==> src/rtl/char_console_ctrl.sv <==
// char_console_ctrl: text-console sequencer owning the processor port of the
// character frame buffer. Accepts character/colour bytes and turns them into
// frame-buffer writes at a hardware cursor, with CR, LF, line wrap,
// clear-screen (FF) and a hardware scroll that copies the buffer up one row.
//
// Ports:
//   axi4clk, reset_axi           clock, synchronous active-high reset
//   char_valid/char_ready        byte handshake, transfer when both high
//   char_data[7:0]               character or control code
//   char_color[8:0]              {R[2:0],G[2:0],B[2:0]} attribute
//   fb_addr/fb_din/fb_we         frame-buffer write/read port
//   fb_dout[15:0]                read data, valid the cycle after fb_addr
//   cursor_col/cursor_row        current cursor position
//   busy                         high whenever not idle
module char_console_ctrl #(
  parameter int unsigned COLS       = 100,
  parameter int unsigned ROWS       = 75,
  parameter int unsigned ADDR_WIDTH = 13
) (
  input  logic                      axi4clk,
  input  logic                      reset_axi,
  input  logic                      char_valid,
  output logic                      char_ready,
  input  logic [7:0]                char_data,
  input  logic [8:0]                char_color,
  output logic [ADDR_WIDTH-1:0]     fb_addr,
  output logic [15:0]               fb_din,
  output logic                      fb_we,
  input  logic [15:0]               fb_dout,
  output logic [$clog2(COLS)-1:0]   cursor_col,
  output logic [$clog2(ROWS)-1:0]   cursor_row,
  output logic                      busy
);

  localparam int unsigned CW = $clog2(COLS);
  localparam int unsigned RW = $clog2(ROWS);
  localparam int unsigned AW = ADDR_WIDTH;

  localparam logic [AW-1:0] COLS_A        = AW'(COLS);
  localparam logic [AW-1:0] SCROLL_LAST   = AW'((ROWS - 1) * COLS - 1);
  localparam logic [AW-1:0] LAST_ROW_BASE = AW'((ROWS - 1) * COLS);
  localparam logic [AW-1:0] LAST_ADDR     = AW'(ROWS * COLS - 1);
  localparam logic [CW-1:0] LAST_COL      = CW'(COLS - 1);
  localparam logic [RW-1:0] LAST_ROW      = RW'(ROWS - 1);
  localparam logic [15:0]   BLANK         = 16'h0020;

  localparam logic [2:0] S_IDLE      = 3'd0;
  localparam logic [2:0] S_WRITE     = 3'd1;
  localparam logic [2:0] S_SCROLL_RD = 3'd2;
  localparam logic [2:0] S_SCROLL_WR = 3'd3;
  localparam logic [2:0] S_CLEAR_ROW = 3'd4;
  localparam logic [2:0] S_CLEAR_ALL = 3'd5;

  logic [2:0]    state_q,    state_d;
  logic [7:0]    code_q,     code_d;
  logic [CW-1:0] col_q,      col_d;
  logic [RW-1:0] row_q,      row_d;
  logic [AW-1:0] row_base_q, row_base_d;
  logic [AW-1:0] idx_q,      idx_d;
  logic [AW-1:0] fb_addr_q,  fb_addr_d;
  logic [15:0]   fb_din_q,   fb_din_d;
  logic          fb_we_q,    fb_we_d;
  logic          ready_q,    ready_d;
  logic          busy_q,     busy_d;

  logic [AW-1:0] cur_addr;
  logic          in_print;
  logic          q_print;
  logic          newline;

  assign cur_addr = row_base_q + AW'(col_q);
  assign in_print = (char_data >= 8'h20) && (char_data <= 8'h7E);
  assign q_print  = (code_q >= 8'h20) && (code_q <= 8'h7E);

  // Next-state and next-output logic; outputs are registered from the _d values.
  always_comb begin
    state_d    = state_q;
    code_d     = code_q;
    col_d      = col_q;
    row_d      = row_q;
    row_base_d = row_base_q;
    idx_d      = idx_q;
    fb_addr_d  = fb_addr_q;
    fb_din_d   = fb_din_q;
    fb_we_d    = 1'b0;
    newline    = 1'b0;

    case (state_q)
      S_IDLE: begin
        if (char_valid) begin
          code_d = char_data;
          if (char_data == 8'h0C) begin
            // Clear starts writing right away so it costs exactly ROWS*COLS cycles.
            state_d   = S_CLEAR_ALL;
            idx_d     = '0;
            fb_addr_d = '0;
            fb_din_d  = BLANK;
            fb_we_d   = 1'b1;
          end else begin
            state_d = S_WRITE;
            if (in_print) begin
              fb_addr_d = cur_addr;
              fb_din_d  = {char_color, char_data[6:0]};
              fb_we_d   = 1'b1;
            end
          end
        end
      end

      // Write/decode cycle: the cursor moves at the end of it.
      S_WRITE: begin
        state_d = S_IDLE;
        if (q_print) begin
          if (col_q == LAST_COL) begin
            col_d   = '0;
            newline = 1'b1;
          end else begin
            col_d = col_q + CW'(1);
          end
        end else if (code_q == 8'h0D) begin
          col_d = '0;
        end else if (code_q == 8'h0A) begin
          newline = 1'b1;
        end

        if (newline) begin
          if (row_q != LAST_ROW) begin
            row_d      = row_q + RW'(1);
            row_base_d = row_base_q + COLS_A;
          end else begin
            state_d   = S_SCROLL_RD;
            idx_d     = '0;
            fb_addr_d = COLS_A;
          end
        end
      end

      S_SCROLL_RD: begin
        state_d   = S_SCROLL_WR;
        fb_addr_d = idx_q;
        fb_we_d   = 1'b1;
      end

      S_SCROLL_WR: begin
        if (idx_q == SCROLL_LAST) begin
          state_d   = S_CLEAR_ROW;
          idx_d     = LAST_ROW_BASE;
          fb_addr_d = LAST_ROW_BASE;
          fb_din_d  = BLANK;
          fb_we_d   = 1'b1;
        end else begin
          state_d   = S_SCROLL_RD;
          idx_d     = idx_q + AW'(1);
          fb_addr_d = idx_q + AW'(1) + COLS_A;
        end
      end

      S_CLEAR_ROW, S_CLEAR_ALL: begin
        if (idx_q == LAST_ADDR) begin
          state_d = S_IDLE;
          if (state_q == S_CLEAR_ALL) begin
            col_d      = '0;
            row_d      = '0;
            row_base_d = '0;
          end
        end else begin
          idx_d     = idx_q + AW'(1);
          fb_addr_d = idx_q + AW'(1);
          fb_din_d  = BLANK;
          fb_we_d   = 1'b1;
        end
      end

      default: state_d = S_IDLE;
    endcase

    ready_d = (state_d == S_IDLE);
    busy_d  = (state_d != S_IDLE);
  end

  // State and output registers.
  always_ff @(posedge axi4clk) begin
    if (reset_axi) begin
      state_q    <= S_IDLE;
      code_q     <= '0;
      col_q      <= '0;
      row_q      <= '0;
      row_base_q <= '0;
      idx_q      <= '0;
      fb_addr_q  <= '0;
      fb_din_q   <= '0;
      fb_we_q    <= 1'b0;
      ready_q    <= 1'b1;
      busy_q     <= 1'b0;
    end else begin
      state_q    <= state_d;
      code_q     <= code_d;
      col_q      <= col_d;
      row_q      <= row_d;
      row_base_q <= row_base_d;
      idx_q      <= idx_d;
      fb_addr_q  <= fb_addr_d;
      fb_din_q   <= fb_din_d;
      fb_we_q    <= fb_we_d;
      ready_q    <= ready_d;
      busy_q     <= busy_d;
    end
  end

  // During a copy write the read word only arrives in that same cycle, so it
  // is forwarded straight to the write port instead of through fb_din_q.
  assign fb_din     = (state_q == S_SCROLL_WR) ? fb_dout : fb_din_q;
  assign fb_addr    = fb_addr_q;
  assign fb_we      = fb_we_q;
  assign char_ready = ready_q;
  assign busy       = busy_q;
  assign cursor_col = col_q;
  assign cursor_row = row_q;

endmodule

==> config.mk <==
export PLATFORM = sky130hd
export DESIGN_NAME = char_console_ctrl
export DESIGN_NICKNAME = d
export VERILOG_FILES = /design/src/rtl/char_console_ctrl.sv
export SDC_FILE = /design/constraint.sdc
export NUM_CORES = 1
export LEC_CHECK = 0
export BUFFER_PORTS_ARGS = -buffer_cell sky130_fd_sc_hd__buf_2
export CAP_MARGIN = 15
export CELL_PAD_IN_SITES_DETAIL_PLACEMENT = 0
export CELL_PAD_IN_SITES_GLOBAL_PLACEMENT = 1
export CORE_MARGIN = 3
export CORE_UTILIZATION = 25
export CTS_CLUSTER_DIAMETER = 30
export DETAILED_ROUTE_END_ITERATION = 7
export HOLD_SLACK_MARGIN = 0.03
export PLACE_DENSITY_LB_ADDON = 0.1
export SYNTH_ARGS = -nofsm -noshare
export SYNTH_HDL_FRONTEND = slang
export SYNTH_SLANG_ARGS = --single-unit
export TNS_END_PERCENT = 5
==> constraint.sdc <==
create_clock -name axi4clk -period 6.2 [get_ports axi4clk]
set_clock_uncertainty 0.1 [all_clocks]
set_input_delay 0.62 -clock axi4clk [delete_from_list [all_inputs] [get_ports axi4clk]]
set_output_delay 0.62 -clock axi4clk [all_outputs]
set_load 0.01 [all_outputs]
==> impl_metrics.env <==
export IMPL_p_int_uw=948
export IMPL_synth_nets=695
export IMPL_yosys_area_top_type="dfxtp_1"
export IMPL_synthTopCellsByArea="dfxtp_1 (32%), nand2_1 (8.0%), xnor2_1 (6.6%)"
export IMPL_grt_first_pass_wirelength_mm=26.9
export IMPL_numCtsBuffers=9
export IMPL_vias=4825
export IMPL_status="finished, final reports clean"
export IMPL_reg2regPathDepth=6
export IMPL_tritoncts="done"
export IMPL_die_area_mm2=0.0219
export IMPL_synth_seq_cells=81
export IMPL_placed_cell_area_mm2=0.00559
export IMPL_period_share=0.535
export IMPL_synth_warnings=0
export IMPL_ys_top_cells_by_count="nand2_1 (107), dfxtp_1 (81), nor2_1 (72), a21oi_1 (48), xnor2_1 (38)"
export IMPL_tightest_slew_ns=1.12
export IMPL_synth_cell_types=77
export IMPL_antenna_left=0
export IMPL_area_growth_syn_to_layout_pct=17.6
export IMPL_muxShareOfSynthArea=0.00992
export IMPL_std_cell_rows=51
export IMPL_via_per_inst=4.99
export IMPL_finalMaxSlewViolations=0
export IMPL_swShare=0.255
export IMPL_dieWidth_um=148
export IMPL_grt_max_degree=59
export IMPL_synth_most_common_cell="nand2_1"
export IMPL_crit_required_ns=6.31
export IMPL_dp_hpwl_mm=12.2
export IMPL_finalSetupViolCount=0
export IMPL_power_density_mw_per_mm2=215
export IMPL_max_slew_margin_rel=0.254
export IMPL_critPathLaunchType="register"
export IMPL_rrSetupSlack_ns=2.89
export IMPL_irDropWorstVdd_mv=0.140
export IMPL_timing_critical_path_cells="nor2b_1 -> nand2_1 -> nand2_1 -> a21oi_1 -> nor3b_1 -> nor3_1"
export IMPL_first_iter_violations=314
export IMPL_worst_slack_ns=2.89
export IMPL_htree_levels=3
export IMPL_hold_viol=0
export IMPL_wl_mm=16.9
export IMPL_rr_endpoint="fb_din_q[5]"
export IMPL_n_antenna_cell=0
export IMPL_crit_path_end_kind="register"
export IMPL_synth_xor_area_share=0.0903
export IMPL_portBuffers=81
export IMPL_cts_root_buf="clkbuf_16"
export IMPL_holdPathStages=2
export IMPL_p_leak_uw=0.00234
export IMPL_finalInstanceArea_mm2=0.00593
export IMPL_drc_errors=0
export IMPL_min_path_type="reg2reg"
export IMPL_finalNetCount=744
export IMPL_syn_inst=648
export IMPL_postCtsSetupRepairBufs=0
export IMPL_switchingPower_uw=325
export IMPL_max_freq_mhz=302
export IMPL_gp_congestion=0.872
export IMPL_path_class="reg2reg"
export IMPL_core_area_mm2=0.0197
export IMPL_cp_common_cell="nand2_1"
export IMPL_io_pins=82
export IMPL_cts_sinks=81
export IMPL_hold_buffers=0
export IMPL_start_util=0.257
export IMPL_period_needed_ns=3.31
export IMPL_clk_path_buf_depth=2
export IMPL_maxCapViolations=0
export IMPL_die_h_um=148
export IMPL_max_stage_delay_ns=0.92
export IMPL_synth_top_family_by_area="simple AND/OR/NAND/NOR gates"
export IMPL_wl_per_cell_um=17.4
export IMPL_clk_pin_slew_ns=0.07
export IMPL_fillers=2183
export IMPL_rsz0062_at_grt="false"
export IMPL_synth_simple_area_share=0.317
export IMPL_synth_top_cell_area_share=0.321
export IMPL_synth_edff_count=0
export IMPL_first_pass_iters=4
export IMPL_path_max_fanout=21
export IMPL_crit_slowest_cell="a21oi_1"
export IMPL_grt_usage=0.155
export IMPL_yosysSeqAreaShare=0.321
export IMPL_cts_resized_gates=0
export IMPL_clock_latency_ns=0.35
export IMPL_synth_compound_area_frac=0.185
export IMPL_r2r_start="state_q[2]"
export IMPL_clkPwrFrac=0.474
export IMPL_ys_flop_type="dfxtp_1"
export IMPL_min_to="fb_din_q[6]"
export IMPL_drive_gt1_frac=0.185
export IMPL_synth_fa_ha_area_frac=0.0273
export IMPL_min_from="fb_din_q[6]"
export IMPL_async_flop_share=0
export IMPL_netlist_area_mm2=0.00505
export IMPL_grt_pass1_vias=4578
export IMPL_syn_avg_cell_area_um2=7.79
export IMPL_antenna_found_initial=0
export IMPL_combPwrFrac=0.092
export IMPL_pre_cts_slack_ns=2.85
export IMPL_seq_power_share=0.435
export IMPL_crit_arrival_ns=3.42
export IMPL_grt_overflow_total=0
export IMPL_fin_tns_setup_ns=0
-- per-stage QoR --
stage                     std cells  power [µW]  utilization  hold WS, ns
after floorplan                 648         633            -        0.332
after global placement          950         683        0.284        0.340
after detailed placement        950         683        0.284        0.345
after CTS                       966        1300        0.301        0.356
after global routing            967        1330        0.302        0.375
final                           967        1270        0.302        0.354
-- metal layers --
metal | GRT usage | up-vias | share of wire
met4 | 0.0503 | 0 | 0.012
li1 | - | 2394 | -
met1 | 0.233 | 2287 | 0.50
met5 | 0 | - | 0
met2 | 0.223 | 133 | 0.43
met3 | 0.0271 | 11 | 0.059
-- area by class of cell --
class                           count  area, µm²  share of cell area
Clock buffer                       10        239              0.0403
Multi-Input combinational cell    511       3180               0.536
Clock inverter                      6       90.1              0.0152
Timing Repair Buffer               84        435              0.0734
Inverter                           10       37.5             0.00633
Tap cell                          265        332              0.0559
Sequential cell                    81       1620               0.273
-- worst max-delay path by stage --
stage | startpoint | endpoint | cells past startpoint | slack [ns]
global route | state_q[2] | fb_din_q[5] | 6 | 2.56
global placement | char_data[7] | fb_addr[10] | 8 | 2.91
detailed placement | char_data[0] | fb_addr[10] | 8 | 2.85
finish | state_q[2] | fb_din_q[5] | 6 | 2.89
floorplan | idx_q[0] | fb_addr[12] | 11 | 3.28
CTS | state_q[2] | fb_din_q[5] | 6 | 2.89
-- cell usage in the layout (no fill, tap or decap), drive strengths merged, types with 14 or more instances in the layout --
cell type,instances
a21oi,50
buf,84
dfxtp,81
nand2,107
nand3,33
nor2,74
nor3,14
o21ai,21
xnor2,38
xor2,14
-- cells by family (layout without fill, tap and decap cells) --
| logic type | Yosys count | after routing |
|---|---|---|
| compound gates | 135 | 135 |
| xor+xnor | 52 | 52 |
| fa+ha+maj | 11 | 11 |
| buf+inv | 56 | 110 |
| flops | 81 | 81 |
| mux | 5 | 5 |
| simple gates | 308 | 308 |
-- critical path: cells and delay by family (launching register included) --
kind,cells,cell delay (ns)
and+or+nand+nor,5,1.45
DFF,1,0.68
AOI/OAI and AO/OA,1,0.92
-- power groups by stage --
stage | logic [µW] | clock network [µW] | registers, µW
6_report | 117 | 603 | 553
3_3_place_gp | 118 | 0 | 565
4_1_cts | 118 | 628 | 553
2_1_floorplan | 69.5 | 0 | 563
3_5_place_dp | 118 | 0 | 565
5_1_grt | 131 | 646 | 555
-- registers in the layout, indices dropped and copies added (netlist names) --
name	count
state_q	3
fb_din_q	16
busy	1
fb_we	1
idx_q	13
row_base_q	11
fb_addr	13
cursor_col	7
char_ready	1
cursor_row	7
code_q	8
Power figures use the tool's default switching activity.
